## src/rtl/spi_cfg_regbank.sv

```systemverilog
// rtl/spi_cfg_regbank.sv - SPI slave, shadow/active register bank and commit sequencer
// Optional macro SPI_PARITY_EN appends an even-parity bit to frames and readback.
module spi_cfg_regbank #(
  parameter int                ADDR_W  = 6,
  parameter int                DATA_W  = 16,
  parameter int                NREG    = 32,
  parameter logic [DATA_W-1:0] RST_VAL = '0,
  parameter int                RST_CYC = 20,
  parameter int                CFG_CYC = 20
) (
  input  logic                   CLK,
  input  logic                   NARST,
  input  logic                   SCK,
  input  logic                   CSN,
  input  logic                   MOSI,
  output logic                   MISO,
  output logic [NREG*DATA_W-1:0] CFG_BUS,
  output logic                   CFG_CONFIG,
  output logic                   CFG_NARST_OUT,
  output logic                   BUSY,
  output logic [7:0]             ERR_CNT
);
`ifdef SPI_PARITY_EN
  localparam int PB = 1;
`else
  localparam int PB = 0;
`endif
  localparam int FL   = 1 + ADDR_W + DATA_W + PB;
  localparam int CW   = $clog2(FL + 2);
  localparam int TXW  = DATA_W + PB;
  localparam int TXCW = $clog2(TXW + 1);
  localparam int TW   = $clog2(((RST_CYC > CFG_CYC) ? RST_CYC : CFG_CYC) + 1);
  localparam logic [ADDR_W-1:0] CMD_ADDR = '1;

  localparam logic [1:0] S_IDLE  = 2'd0;
  localparam logic [1:0] S_RSTP  = 2'd1;
  localparam logic [1:0] S_COPY  = 2'd2;
  localparam logic [1:0] S_PULSE = 2'd3;

  logic [2:0] sck_q, csn_q;
  logic [1:0] mosi_q;
  logic       sck_rise, sck_fall, csn_rise, csn_fall, csn_low;

  // CSN synchroniser resets high so reset release never looks like a frame end
  always_ff @(posedge CLK or negedge NARST) begin
    if (!NARST) begin
      sck_q  <= '0;
      csn_q  <= '1;
      mosi_q <= '0;
    end else begin
      sck_q  <= {sck_q[1:0], SCK};
      csn_q  <= {csn_q[1:0], CSN};
      mosi_q <= {mosi_q[0], MOSI};
    end
  end

  assign sck_rise = sck_q[1] & ~sck_q[2];
  assign sck_fall = ~sck_q[1] & sck_q[2];
  assign csn_rise = csn_q[1] & ~csn_q[2];
  assign csn_fall = ~csn_q[1] & csn_q[2];
  assign csn_low  = ~csn_q[1];

  logic [FL-1:0] sh, sh_nxt;
  logic [CW-1:0] cnt;

  assign sh_nxt = {sh[FL-2:0], mosi_q[1]};

  always_ff @(posedge CLK or negedge NARST) begin
    if (!NARST) begin
      sh  <= '0;
      cnt <= '0;
    end else if (csn_fall) begin
      cnt <= '0;
    end else if (sck_rise && csn_low) begin
      sh <= sh_nxt;
      if (cnt != CW'(FL + 1)) cnt <= cnt + CW'(1);
    end
  end

  logic              f_w, f_ok, wr_en, cmd_req, err_inc;
  logic [ADDR_W-1:0] f_addr;
  logic [DATA_W-1:0] f_data;
  logic [1:0]        state, state_nxt;

  assign f_w    = sh[FL-1];
  assign f_addr = sh[FL-2 -: ADDR_W];
  assign f_data = sh[PB +: DATA_W];
`ifdef SPI_PARITY_EN
  assign f_ok = (cnt == CW'(FL)) && !(^sh);
`else
  assign f_ok = (cnt == CW'(FL));
`endif
  assign wr_en   = csn_rise & f_ok & f_w & (int'(f_addr) < NREG);
  assign cmd_req = csn_rise & f_ok & f_w & (f_addr == CMD_ADDR);
  assign err_inc = (csn_rise & ~f_ok) | (cmd_req & (state != S_IDLE));

  logic [DATA_W-1:0] shadow     [NREG];
  logic [DATA_W-1:0] shadow_nxt [NREG];
  logic [DATA_W-1:0] active     [NREG];

  // COPY samples the next-shadow value so a write landing in that cycle is included
  always_comb begin
    for (int k = 0; k < NREG; k++)
      shadow_nxt[k] = (wr_en && f_addr == ADDR_W'(k)) ? f_data : shadow[k];
  end

  always_ff @(posedge CLK or negedge NARST) begin
    if (!NARST) begin
      for (int k = 0; k < NREG; k++) begin
        shadow[k] <= RST_VAL;
        active[k] <= RST_VAL;
      end
    end else begin
      for (int k = 0; k < NREG; k++) begin
        shadow[k] <= shadow_nxt[k];
        if (state == S_COPY) active[k] <= shadow_nxt[k];
      end
    end
  end

  for (genvar k = 0; k < NREG; k++) begin : g_bus
    assign CFG_BUS[k*DATA_W +: DATA_W] = active[k];
  end

  logic              rd_load;
  logic [ADDR_W-1:0] rd_addr;
  logic [DATA_W-1:0] rd_data;
  logic [TXW-1:0]    tx_val, tx_sh;
  logic [TXCW-1:0]   tx_left;

  // the rise that shifts in the last address bit of a read frame loads the shifter
  assign rd_load = sck_rise & csn_low & (cnt == CW'(ADDR_W)) & ~sh_nxt[ADDR_W];
  assign rd_addr = sh_nxt[ADDR_W-1:0];

  always_comb begin
    rd_data = '0;
    for (int k = 0; k < NREG; k++)
      if (rd_addr == ADDR_W'(k)) rd_data = shadow[k];
  end

`ifdef SPI_PARITY_EN
  assign tx_val = {rd_data, ^rd_data};
`else
  assign tx_val = rd_data;
`endif

  always_ff @(posedge CLK or negedge NARST) begin
    if (!NARST) begin
      MISO    <= 1'b0;
      tx_sh   <= '0;
      tx_left <= '0;
    end else if (!csn_low) begin
      MISO    <= 1'b0;
      tx_left <= '0;
    end else if (rd_load) begin
      tx_sh   <= tx_val;
      tx_left <= TXCW'(TXW);
    end else if (sck_fall) begin
      if (tx_left != '0) begin
        MISO    <= tx_sh[TXW-1];
        tx_sh   <= tx_sh << 1;
        tx_left <= tx_left - TXCW'(1);
      end else begin
        MISO <= 1'b0;
      end
    end
  end

  logic [TW-1:0] tmr;

  always_comb begin
    state_nxt = state;
    case (state)
      S_IDLE:  if (cmd_req && f_data[0]) state_nxt = f_data[1] ? S_RSTP : S_COPY;
      S_RSTP:  if (tmr == '0) state_nxt = S_COPY;
      S_COPY:  state_nxt = S_PULSE;
      default: if (tmr == '0) state_nxt = S_IDLE;
    endcase
  end

  // outputs are registered from the next state so they align exactly with the state
  always_ff @(posedge CLK or negedge NARST) begin
    if (!NARST) begin
      state         <= S_IDLE;
      tmr           <= '0;
      BUSY          <= 1'b0;
      CFG_CONFIG    <= 1'b0;
      CFG_NARST_OUT <= 1'b1;
      ERR_CNT       <= '0;
    end else begin
      state         <= state_nxt;
      BUSY          <= (state_nxt != S_IDLE);
      CFG_CONFIG    <= (state_nxt == S_PULSE);
      CFG_NARST_OUT <= (state_nxt != S_RSTP);
      if (state_nxt != state)
        tmr <= (state_nxt == S_RSTP) ? TW'(RST_CYC - 1) : TW'(CFG_CYC - 1);
      else if (tmr != '0)
        tmr <= tmr - TW'(1);
      if (err_inc && ERR_CNT != 8'hFF) ERR_CNT <= ERR_CNT + 8'd1;
    end
  end

endmodule

```

## config.mk

```make
export PLATFORM = sky130hd
export DESIGN_NAME = spi_cfg_regbank
export DESIGN_NICKNAME = d
export VERILOG_FILES = /design/src/rtl/spi_cfg_regbank.sv
export SDC_FILE = /design/constraint.sdc
export NUM_CORES = 1
export LEC_CHECK = 0
export CORE_MARGIN = 2
export CORE_UTILIZATION = 25
export CTS_CLUSTER_SIZE = 28
export DETAILED_ROUTE_END_ITERATION = 6
export PLACE_DENSITY = 0.48
export SLEW_MARGIN = 10
export SYNTH_ARGS = -nofsm -noshare
export SYNTH_HDL_FRONTEND = slang
export SYNTH_SLANG_ARGS = --single-unit
```

## constraint.sdc

```tcl
create_clock -name CLK -period 3.4 [get_ports CLK]
set_input_delay 1.02 -clock CLK [delete_from_list [all_inputs] [get_ports CLK]]
set_output_delay 1.02 -clock CLK [all_outputs]
set_load 0.1 [all_outputs]
```

# == Yosys cells after proc, flatten, opt, wreduce, memory -nomap -nowiden ==
# Cells that the tools add are included.
# op_classes
order_cmp,1
add_sub_neg,4
mux,85
bitwise_logic,21
n_reduce_logical,56
eq_ne,73
# ops
op,n
2-to-1 mux 16 bit,67
== test 6 x 5 -> 1 bit (second input constant),32
== test 6 x 4 -> 1 bit (second input constant),16
== test 6 x 3 -> 1 bit (second input constant),8
2-to-1 mux 5 bit,9
logical AND 1 bit,35
== test 6 x 2 -> 1 bit (second input constant),4
nonzero test 2 bit,8
bitwise AND 1 bit,13
== test 6 x 1 -> 1 bit (second input constant),2
logical NOT 6 bit,2
nonzero test 5 bit,2
subtractor 5 x 1 -> 5 bit (second input constant),2
adder 8 x 1 -> 8 bit (second input constant),1
2-to-1 mux 2 bit,4
inequality test 8 bit (second input constant),1
AND reduction 2 bit,4
inverter 1 bit,7
== test 6 bit (second input constant),1
< comparator 6 bit (second input constant),1
case mux 2 bit (3 select lines),1
nonzero test 3 bit,2
adder 5 x 1 -> 5 bit (second input constant),1
== test 5 x 3 -> 1 bit (second input constant),1
12 further kinds,16
# totals
output_inout_bits,524
ff_bits,1100
in_bits,5
wordCells,318

# == Longest topological paths before layout ==
# Gate-level depths: netlist of run 1.
# depth
ltp_word,34
depth_mapped,11
mapped_depth_nobuf,8

# == Least setup slack after synthesis of run 1 ==
# No wires, ideal clock.
# synth_timing
kind,register to register
start,register cnt[1]
end,"register active, in the netlist CFG_BUS[213]"
slack_ns,0.782
t_arrival_ns,2.492
stages_incl_launch_ff,9
setup_ns,0.126
cell_sequence,dfrtp_1 ha_1 nand4b_4 nor4_4 nand3_1 nor2_2 buf_6 mux2_2 mux2_2
# synth_lines
element,line,text
start: declaration,64,logic [CW-1:0] cnt;
start signal: assignment,76,if (cnt != CW'(FL + 1)) cnt <= cnt + CW'(1);
end signal: indexed assignment,116,if (state == S_COPY) active[k] <= shadow_nxt[k];
end: declaration,99,logic [DATA_W-1:0] active [NREG];

# == Final worst setup path of run 1 ==
# layout_timing
start,register cnt[0]
end,register tx_sh[3]
# layout_between
elab_chain_cells,5
# layout_lines
element,line,text
== test 5 x 3 -> 1 bit (*),132,assign rd_load = sck_rise & csn_low & (cnt == CW'(ADDR_W)) & ~sh_nxt[ADDR_W];
bitwise AND 1 bit (*) (2 in a row),132,
nonzero test 2 bit (no line),-,
AND reduction 3 bit (no line),-,
end signal: assignment,156,tx_sh <= tx_val;
end signal: assignment,161,tx_sh <= tx_sh << 1;
end: declaration,128,"logic [TXW-1:0] tx_val, tx_sh;"
# Mark *: on every way between the ends. The rest lies on a longest branch, timed or not.
# A chain may end at the register's enable or synchronous reset.

==> impl_metrics.env, run 1 <==
export IMPL_dieArea_sq_um=192000
export IMPL_hpwl_um=159000
export IMPL_period_share=0.919
export IMPL_synth_top_area_cell="dfrtp_1"
export IMPL_synth_top_area_frac=0.581
export IMPL_wl_um=212000
export IMPL_rsz0062_at_grt="false"
export IMPL_ys_types=87
export IMPL_dr_max_layer_used="met5"
export IMPL_slew_headroom=0.218
export IMPL_coreArea_sq_um=188000
export IMPL_swShare=0.277
export IMPL_worstSkewPairLatency_ps=790
export IMPL_fmax_ghz=0.320
export IMPL_area_growth_pct=28.5
export IMPL_dieWidth_um=438
export IMPL_setup_viol=0
export IMPL_seqCellArea_sq_um=27500
export IMPL_drv_cap=0
export IMPL_grt_overflow=0
export IMPL_grt_max_degree=80
export IMPL_netSwitchingPower_mw=8.88
export IMPL_grt_antenna_before_repair=9
export IMPL_ys_seq_area_frac=0.583
export IMPL_synth_warnings=0
export IMPL_first_iter_violations=3170
export IMPL_critPathRequiredTime_ps=4100
export IMPL_synth_flop_cell="dfrtp_1"
export IMPL_num_vias=33515
export IMPL_worst_slew_pin_slew_ps=1140
export IMPL_dr_wl_met3_um=13700
export IMPL_post_cts_resized=0
export IMPL_crit_path_max_fanout=15
export IMPL_slowest_stage="a2111oi_0"
export IMPL_internal_power_mw=23.2
export IMPL_holdWs_ps=322
export IMPL_nNetsFinal=4130
export IMPL_n_fill_cell=18836
export IMPL_drt_antenna_violating_nets=0
export IMPL_drive_gt1_frac=0.516
export IMPL_post_route_min_period_ps=3120
export IMPL_p_leak_nw=30.1
export IMPL_clock_sinks=1100
export IMPL_drtPass1Iterations=6
export IMPL_p_per_area_nw_per_um2=529
export IMPL_critPathLaunchType="flop"
export IMPL_numCtsBuffers=133
export IMPL_multi_input_area_sq_um=18500
export IMPL_pwr_share_comb=0.119
export IMPL_path_cells="inv_1 -> ha_1 -> nor4b_1 -> and2_1 -> o21ai_0 -> a2111oi_0 -> a31o_2"
export IMPL_async_reset_ff_frac=1.00
export IMPL_die_y_um=438
export IMPL_avgRoutedWirePerCell_um=31.5
export IMPL_hold_violations=0
export IMPL_ios=529
export IMPL_cts_tree="built"
export IMPL_critical_path_class="flop to flop"
export IMPL_p_clk_frac=0.466
export IMPL_ir_drop_v=0.000518
export IMPL_clk_path_buf_depth=3
export IMPL_slew_violations=0
export IMPL_worstPathArrival_ps=3820
export IMPL_synth_nets=3421
export IMPL_grt_pass1_wl_um=289000
export IMPL_postCtsSetupBuffers=0
export IMPL_start_util=0.252
export IMPL_viasPerCell=4.99
export IMPL_crit_path_end_kind="flop"
export IMPL_drc_errors=0
export IMPL_hp_class="input port to async pin"
export IMPL_seqPwrFrac=0.414
export IMPL_route_met2_wl_um=107000
export IMPL_skew_ps=34.9
export IMPL_port_buffers=528
export IMPL_outcome="finished clean"
export IMPL_grt_pass1_vias=34441
export IMPL_cts_root_buf="clkbuf_16"
export IMPL_syn_area_sq_um=47200
export IMPL_cts_hold_buf=0
export IMPL_synthTopCellsByArea="dfrtp_1 (58%), mux2_2 (25%), clkbuf_1 (1.2%)"
export IMPL_htreeDepth=4
export IMPL_fin_setup_tns_ps=0
export IMPL_syn_avg_cell_area_sq_um=13.8
export IMPL_slowest_delay_ps=1010
export IMPL_synth_edf_count=0
export IMPL_core_rowCount=159
export IMPL_path_clk_slew_ps=60
export IMPL_syn_inst=3409
export IMPL_grtUsageTotal=0.215
export IMPL_ys_ff_latch=1100
export IMPL_wl_met1_um=80700
export IMPL_gp_congestion=0.945
## flip-flops by register name, summed over array words and instances (netlist names), 5 cells and up
name	flops
CFG_BUS	512
ERR_CNT	8
cnt	5
sh	23
shadow	512
tmr	5
tx_left	5
tx_sh	16
## layer usage
layer  GRT usage  vias up
met5           0        -
met4      0.0972        2
met3      0.0465      389
met2       0.373     1431
met1       0.253    17785
li1            -    13908
## cell type report
type	instances	share of cell area
Antenna cell	3	0.000124
Clock buffer	185	0.0621
Clock inverter	51	0.0128
Inverter	20	0.00124
Multi-Input combinational cell	2033	0.305
Sequential cell	1100	0.454
Tap cell	2495	0.0515
Timing Repair Buffer	830	0.114
## cells in the mapped netlist (13+ instances only)
| library cell | number |
|---|---|
| a211oi_1 | 24 |
| a21oi_1 | 99 |
| a221o_1 | 14 |
| a221oi_1 | 22 |
| a22oi_1 | 33 |
| a31oi_1 | 23 |
| buf_1 | 15 |
| buf_2 | 61 |
| buf_4 | 20 |
| clkbuf_1 | 154 |
| dfrtp_1 | 1096 |
| inv_1 | 20 |
| mux2_2 | 1057 |
| mux2i_1 | 49 |
| nand2_1 | 87 |
| nand2b_1 | 31 |
| nand3_1 | 30 |
| nor2_1 | 81 |
| nor2_2 | 25 |
| nor2b_1 | 19 |
| nor3_1 | 36 |
| nor4_1 | 13 |
| o211ai_1 | 18 |
| o21ai_0 | 88 |
| o22ai_1 | 26 |
## stage by stage
stage	cells	utilization	area, sq um	setup slack, ps	power (mW)
final	6717	0.323	60700	276	32.1
after global routing	6714	0.323	60700	60.6	33.1
after CTS	6714	0.323	60700	296	32.3
after detailed placement	6478	0.299	56100	324	17.3
after global placement	6478	0.299	56100	332	17.2
after floorplan	3409	-	47200	782	15.1
## power by group through the flow
stage               clock network (mW)  registers, mW  logic, mW
floorplan                            0           13.7       1.42
global placement                     0           13.5       3.72
detailed placement                   0           13.5       3.72
CTS                               15.3           13.3       3.73
global route                      15.9           13.3       3.94
finish                            15.0           13.3       3.83
## placed cells by master (no fill, tap or decap), types with 15 or more instances in the layout
master / instances
a211oi_1: 24
a21oi_1: 99
a221oi_1: 22
a22oi_1: 33
a31oi_1: 23
buf_12: 52
buf_4: 774
clkbuf_1: 29
clkbuf_16: 134
clkbuf_8: 22
clkinv_2: 15
dfrtp_1: 1088
inv_1: 18
mux2_2: 1057
mux2i_1: 49
nand2_1: 87
nand2b_1: 30
nand3_1: 30
nor2_1: 80
nor2_2: 26
nor2b_1: 17
nor3_1: 36
o211ai_1: 18
o21ai_0: 87
o22ai_1: 26
## path summary, 6_finish.rpt
check | slack [ps] | start | depth (start not counted) | endpoint
hold / removal | 320 | NARST | 1 | shadow[254]
setup reg to reg | 280 | cnt[0] | 7 | tx_sh[3]
min in group CLK | 350 | sck_q[0] | 0 | sck_q[1]
hold reg to reg | 350 | sck_q[0] | 0 | sck_q[1]
setup / recovery | 280 | cnt[0] | 7 | tx_sh[3]
max in group asynchronous | 2160 | NARST | 2 | mosi_q[1]
## kinds of logic (layout without fill, tap and decap cells)
logic type / Yosys count / after routing / share of synthesized area
and+or+nand+nor: 408 / 408 / 0.0477
xor gates and xnor gates: 18 / 18 / 0.00334
adders and majority gates: 7 / 7 / 0.00186
AOI/OAI and AO/OA: 482 / 482 / 0.0698
buffers and inverters: 276 / 1086 / 0.0260
DFF: 1100 / 1100 / 0.583
muxes: 1118 / 1118 / 0.268
other: 0 / 3 / 0
## worst max-delay path, delay by kind of cell (launching register included)
kind | cells | cell delay (ps)
DFF | 1 | 390
AOI/OAI and AO/OA | 3 | 1530
adders and majority gates | 1 | 150
buffers and inverters | 1 | 120
and+or+nand+nor | 2 | 870
No activity file was read; power rests on OpenSTA's default activity.
==> inputs of run 2 (changes only) <==
--- a/config.mk
+++ b/config.mk
@@ -5,11 +5,13 @@
 export SDC_FILE = /design/constraint.sdc
 export NUM_CORES = 1
 export LEC_CHECK = 0
+export CAP_MARGIN = 20
 export CORE_MARGIN = 2
 export CORE_UTILIZATION = 25
 export CTS_CLUSTER_SIZE = 28
 export DETAILED_ROUTE_END_ITERATION = 6
 export PLACE_DENSITY = 0.48
+export RECOVER_POWER = 25
 export SLEW_MARGIN = 10
 export SYNTH_ARGS = -nofsm -noshare
 export SYNTH_HDL_FRONTEND = slang
==> impl_metrics.env, run 2 (same netlist as run 1, synthesis figures left out) <==
export IMPL_dr_wl_met3_um=13600
export IMPL_drtPass1Iterations=6
export IMPL_dr_max_layer_used="met5"
export IMPL_setup_viol=0
export IMPL_grt_pass1_vias=34441
export IMPL_holdWs_ps=350
export IMPL_grt_max_degree=80
export IMPL_drv_cap=1
export IMPL_gp_congestion=0.945
export IMPL_crit_path_end_kind="flop"
export IMPL_fin_setup_tns_ps=0
export IMPL_rr_worst_depth=8
export IMPL_worst_slew_pin_slew_ps=2420
export IMPL_num_vias=33449
export IMPL_path_clk_slew_ps=60
export IMPL_area_growth_pct=28.2
export IMPL_holdPathStages=0
export IMPL_avgRoutedWirePerCell_um=31.5
export IMPL_postCtsSetupBuffers=0
export IMPL_grt_overflow=0
export IMPL_nNetsFinal=4130
export IMPL_core_rowCount=159
export IMPL_critPathLaunchType="flop"
export IMPL_slowest_delay_ps=800
export IMPL_reg2reg_slack_ps=150
export IMPL_final_common_cell="dfrtp_1"
export IMPL_dp_worst_setup_slack_ps=324
export IMPL_critical_path_class="flop to flop"
export IMPL_hold_end="sck_q[1]"
export IMPL_viasPerCell=4.98
export IMPL_p_per_area_nw_per_um2=530
export IMPL_final_core_util=0.323
export IMPL_final_cell_mix="dfrtp_1 (1088), mux2_2 (1057), buf_4 (757)"
export IMPL_fmax_ghz=0.308
export IMPL_cts_hold_buf=0
export IMPL_setup_ws_ps=149
export IMPL_wl_met1_um=80700
export IMPL_slew_headroom=-0.613
export IMPL_swShare=0.277
export IMPL_ios=529
export IMPL_slowest_stage="dfstp_1"
export IMPL_crit_buf_inv=2
export IMPL_hold_violations=0
export IMPL_post_route_min_period_ps=3250
export IMPL_post_cts_resized=0
export IMPL_hpwl_um=159000
export IMPL_period_share=0.956
export IMPL_die_y_um=438
export IMPL_grtUsageTotal=0.215
export IMPL_route_met2_wl_um=107000
export IMPL_internal_power_mw=23.2
export IMPL_first_iter_violations=3212
export IMPL_dieArea_sq_um=192000
export IMPL_p_clk_frac=0.466
export IMPL_violations="capacitance limit, slew limit"
export IMPL_htreeDepth=4
export IMPL_drt_antenna_violating_nets=0
export IMPL_crit_family="simple AND/OR/NAND/NOR gates"
export IMPL_grt_antenna_before_repair=9
export IMPL_outcome="finished with violations"
export IMPL_report_power_total_mw=32.1
export IMPL_slew_violations=44
export IMPL_seqPwrFrac=0.415
export IMPL_start_util=0.252
export IMPL_drc_errors=0
export IMPL_grt_pass1_wl_um=289000
export IMPL_critPathRequiredTime_ps=4050
export IMPL_hp_class="flop to flop"
export IMPL_worstSkewPairLatency_ps=790
export IMPL_rsz0062_at_grt="false"
export IMPL_clk_path_buf_depth=3
export IMPL_ir_drop_v=0.000518
export IMPL_path_cells="nand3b_1 -> nor4b_4 -> buf_4 -> nand3b_2 -> nor3_4 -> buf_4 -> mux2_2 -> mux2_2"
export IMPL_dieWidth_um=438
export IMPL_r2r_end="CFG_BUS[292]"
export IMPL_drive_gt1_frac=0.513
export IMPL_skew_ps=35.4
export IMPL_p_leak_nw=30.0
export IMPL_wl_um=212000
export IMPL_numCtsBuffers=133
export IMPL_worstPathArrival_ps=3900
export IMPL_r2r_start="csn_q[1]"
export IMPL_cts_tree="built"
export IMPL_netSwitchingPower_mw=8.87
export IMPL_hp_start="sck_q[0]"
export IMPL_crit_path_max_fanout=13
export IMPL_port_buffers=528
export IMPL_cts_root_buf="clkbuf_16"
export IMPL_pwr_share_comb=0.119
export IMPL_clock_sinks=1100
export IMPL_coreArea_sq_um=188000
==> run 2: cell count changes in the layout (fill, tap and decap cells not counted), sizes merged <==
cell and change:
buf -24, clkbuf +24, clkdlybuf4s50 -3, dlygate4sd3 +3, diode +2
==> run 2: worst register-to-register path, cell delays in order (launching register included) <==
cell and delay, ps:
dfstp_1 800, nand3b_1 290, nor4b_4 340, buf_4 190, nand3b_2 180, nor3_4 350
buf_4 290, mux2_2 420, mux2_2 280
==> run 2: metal layers <==
metal | GRT usage | vias up
li1 | - | 13928
met1 | 0.253 | 17707
met2 | 0.373 | 1428
met3 | 0.0465 | 384
met4 | 0.0972 | 2
met5 | 0 | -
==> run 2: through the flow <==
step | cell area, sq um | cells
global route | 60500 | 6714
detailed placement | 56100 | 6478
global placement | 56100 | 6478
floorplan | 47200 | 3409
finish | 60500 | 6719
CTS | 60700 | 6714
==> run 2: worst max path at each step <==
stage             start            to  slack, ps  cells after the start
2_1_floorplan    cnt[1]  CFG_BUS[213]        780                      8
3_3_place_gp   csn_q[1]  CFG_BUS[288]        330                      8
3_5_place_dp   csn_q[1]  CFG_BUS[288]        320                      8
4_1_cts        csn_q[1]  CFG_BUS[288]        300                      8
5_1_grt        csn_q[1]  CFG_BUS[288]         50                      8
6_report       csn_q[1]  CFG_BUS[292]        150                      8
==> run 2: power groups by stage <==
stage               clock (mW)  sequential (mW)  combinational, mW
detailed placement           0             13.5               3.72
global placement             0             13.5               3.72
floorplan                    0             13.7               1.42
global route              15.9             13.3               3.92
CTS                       15.3             13.3               3.73
finish                    15.0             13.3               3.81
==> run 2: final cells by class <==
class	instances	area (sq um)
clock buffers	185	3760
fillers	18851	127000
flip-flops and latches	1100	27500
multi-input cells	2033	18500
well taps	2495	3120
clock inverters	51	774
repair buffers	830	6750
diodes	5	12.5
inverters	20	75.1
==> inputs of run 3 (changes only) <==
--- a/config.mk
+++ b/config.mk
@@ -7,11 +7,12 @@
 export LEC_CHECK = 0
 export CAP_MARGIN = 20
 export CORE_MARGIN = 2
-export CORE_UTILIZATION = 25
+export CORE_UTILIZATION = 45
 export CTS_CLUSTER_SIZE = 28
 export DETAILED_ROUTE_END_ITERATION = 6
-export PLACE_DENSITY = 0.48
+export PLACE_DENSITY = 0.72
 export RECOVER_POWER = 25
+export SKIP_LAST_GASP = 1
 export SLEW_MARGIN = 10
 export SYNTH_ARGS = -nofsm -noshare
 export SYNTH_HDL_FRONTEND = slang
==> impl_metrics.env, run 3 (same netlist as run 1, synthesis figures left out) <==
export IMPL_outcome="finished with violations"
export IMPL_violations="capacitance limit, slew limit"
export IMPL_hold_violations=0
export IMPL_grt_max_degree=90
export IMPL_drv_cap=1
export IMPL_slew_headroom=-0.511
export IMPL_drt_antenna_violating_nets=0
export IMPL_setup_ws_ps=159
export IMPL_drive_gt1_frac=0.503
export IMPL_htreeDepth=3
export IMPL_crit_buf_inv=3
export IMPL_worstSkewPairLatency_ps=710
export IMPL_path_cells="buf_12 -> nor2b_1 -> buf_4 -> o21ai_0 -> a21oi_1 -> o22ai_1 -> a2111oi_0 -> buf_4 -> o21ai_0"
export IMPL_slowest_delay_ps=590
export IMPL_slowest_stage="dfrtp_4"
export IMPL_dr_wl_met3_um=17700
export IMPL_hp_class="flop to flop"
export IMPL_nNetsFinal=4060
export IMPL_grt_pass1_wl_um=250000
export IMPL_grt_overflow=0
export IMPL_ios=529
export IMPL_final_core_util=0.555
export IMPL_critical_path_class="flop to flop"
export IMPL_start_util=0.455
export IMPL_fmax_ghz=0.309
export IMPL_cts_tree="built"
export IMPL_grt_antenna_before_repair=6
export IMPL_slew_violations=50
export IMPL_core_rowCount=118
export IMPL_grt_pass1_vias=34212
export IMPL_area_growth_pct=22.1
export IMPL_dr_max_layer_used="met5"
export IMPL_crit_path_max_fanout=43
export IMPL_crit_family="compound AO/OA/AOI/OAI gates"
export IMPL_worstPathArrival_ps=3830
export IMPL_wl_met1_um=65500
export IMPL_holdWs_ps=362
export IMPL_path_clk_slew_ps=60
export IMPL_gp_congestion=1.01
export IMPL_final_cell_mix="dfrtp_1 (1083), mux2_2 (1057), buf_4 (718)"
export IMPL_fin_setup_tns_ps=0
export IMPL_rsz0062_at_grt="false"
export IMPL_clk_path_buf_depth=3
export IMPL_grtUsageTotal=0.324
export IMPL_viasPerCell=6.16
export IMPL_clock_sinks=1100
export IMPL_cts_hold_buf=0
export IMPL_avgRoutedWirePerCell_um=32.2
export IMPL_dieArea_sq_um=107000
export IMPL_period_share=0.953
export IMPL_drc_errors=0
export IMPL_skew_ps=38.0
export IMPL_drtPass1Iterations=6
export IMPL_dieWidth_um=328
export IMPL_final_common_cell="dfrtp_1"
export IMPL_setup_viol=0
export IMPL_worst_slew_pin_slew_ps=2270
export IMPL_placed_cell_area_sq_um=54200
export IMPL_critPathRequiredTime_ps=3990
export IMPL_port_buffers=528
export IMPL_post_route_min_period_ps=3240
export IMPL_coreArea_sq_um=104000
export IMPL_critPathLaunchType="flop"
export IMPL_ir_drop_v=0.000610
export IMPL_hpwl_um=129000
export IMPL_n_fill_cell=8485
export IMPL_p_leak_nw=29.3
export IMPL_dp_worst_setup_slack_ps=60.5
export IMPL_first_iter_violations=3771
export IMPL_p_per_area_nw_per_um2=506
export IMPL_route_met2_wl_um=83200
export IMPL_cts_root_buf="clkbuf_16"
export IMPL_post_route_cell_area_sq_um=57600
export IMPL_die_y_um=328
export IMPL_wl_um=178000
export IMPL_num_vias=33952
export IMPL_numCtsBuffers=110
export IMPL_crit_path_end_kind="flop"
-- run 3: worst register-to-register path, stage by stage (launching register included) --
cell       delay [ps]
dfrtp_4           590
buf_12            230
nor2b_1           490
buf_4             340
o21ai_0           130
a21oi_1           250
o22ai_1           270
a2111oi_0         570
buf_4             210
o21ai_0            70
-- run 3: final timing paths --
| check | cells after the start | endpoint | start | slack, ps |
|---|---|---|---|---|
| setup / recovery | 9 | tx_sh[0] | mosi_q[1] | 160 |
| hold / removal | 0 | sck_q[1] | sck_q[0] | 360 |
| setup reg to reg | 9 | tx_sh[0] | mosi_q[1] | 160 |
| hold reg to reg | 0 | sck_q[1] | sck_q[0] | 360 |
| max in group asynchronous | 2 | CFG_BUS[274] | NARST | 310 |
| min in group asynchronous | 1 | shadow[421] | NARST | 990 |
-- run 3: cell type report --
cell class | count | area, sq um | area share
Clock buffer | 156 | 3120 | 0.0541
Multi-Input combinational cell | 2033 | 18500 | 0.321
Clock inverter | 41 | 445 | 0.00773
Sequential cell | 1100 | 27600 | 0.478
Timing Repair Buffer | 783 | 6230 | 0.108
Inverter | 20 | 75.1 | 0.00130
Tap cell | 1380 | 1730 | 0.0300
Antenna cell | 1 | 2.50 | 0.0000434
-- run 3: routing by layer --
metal  vias to the layer above  global-route usage
met3                       526              0.0890
li1                      13700                   -
met1                     17727               0.402
met5                         -                   0
met2                      1995               0.514
met4                         4               0.178
-- run 3: power by group --
group	switching [mW]	total, mW	leakage [nW]	internal, mW
clock network	5.26	12.2	1.75	6.91
logic	2.60	3.64	12.2	1.03
registers	0.177	13.3	15.3	13.2
total	8.04	29.1	29.3	21.1
-- run 3: per-stage QoR --
stage,cells,total power [mW]
floorplan,3409,15.1
global placement,5313,17.0
detailed placement,5313,17.1
CTS,5510,29.1
global route,5513,29.9
finish,5514,29.1
-- run 3: repair_timing --
item                       CTS  global route
setup endpoints to repair    0           157
gates resized for setup      0             0
buffers inserted             0             2
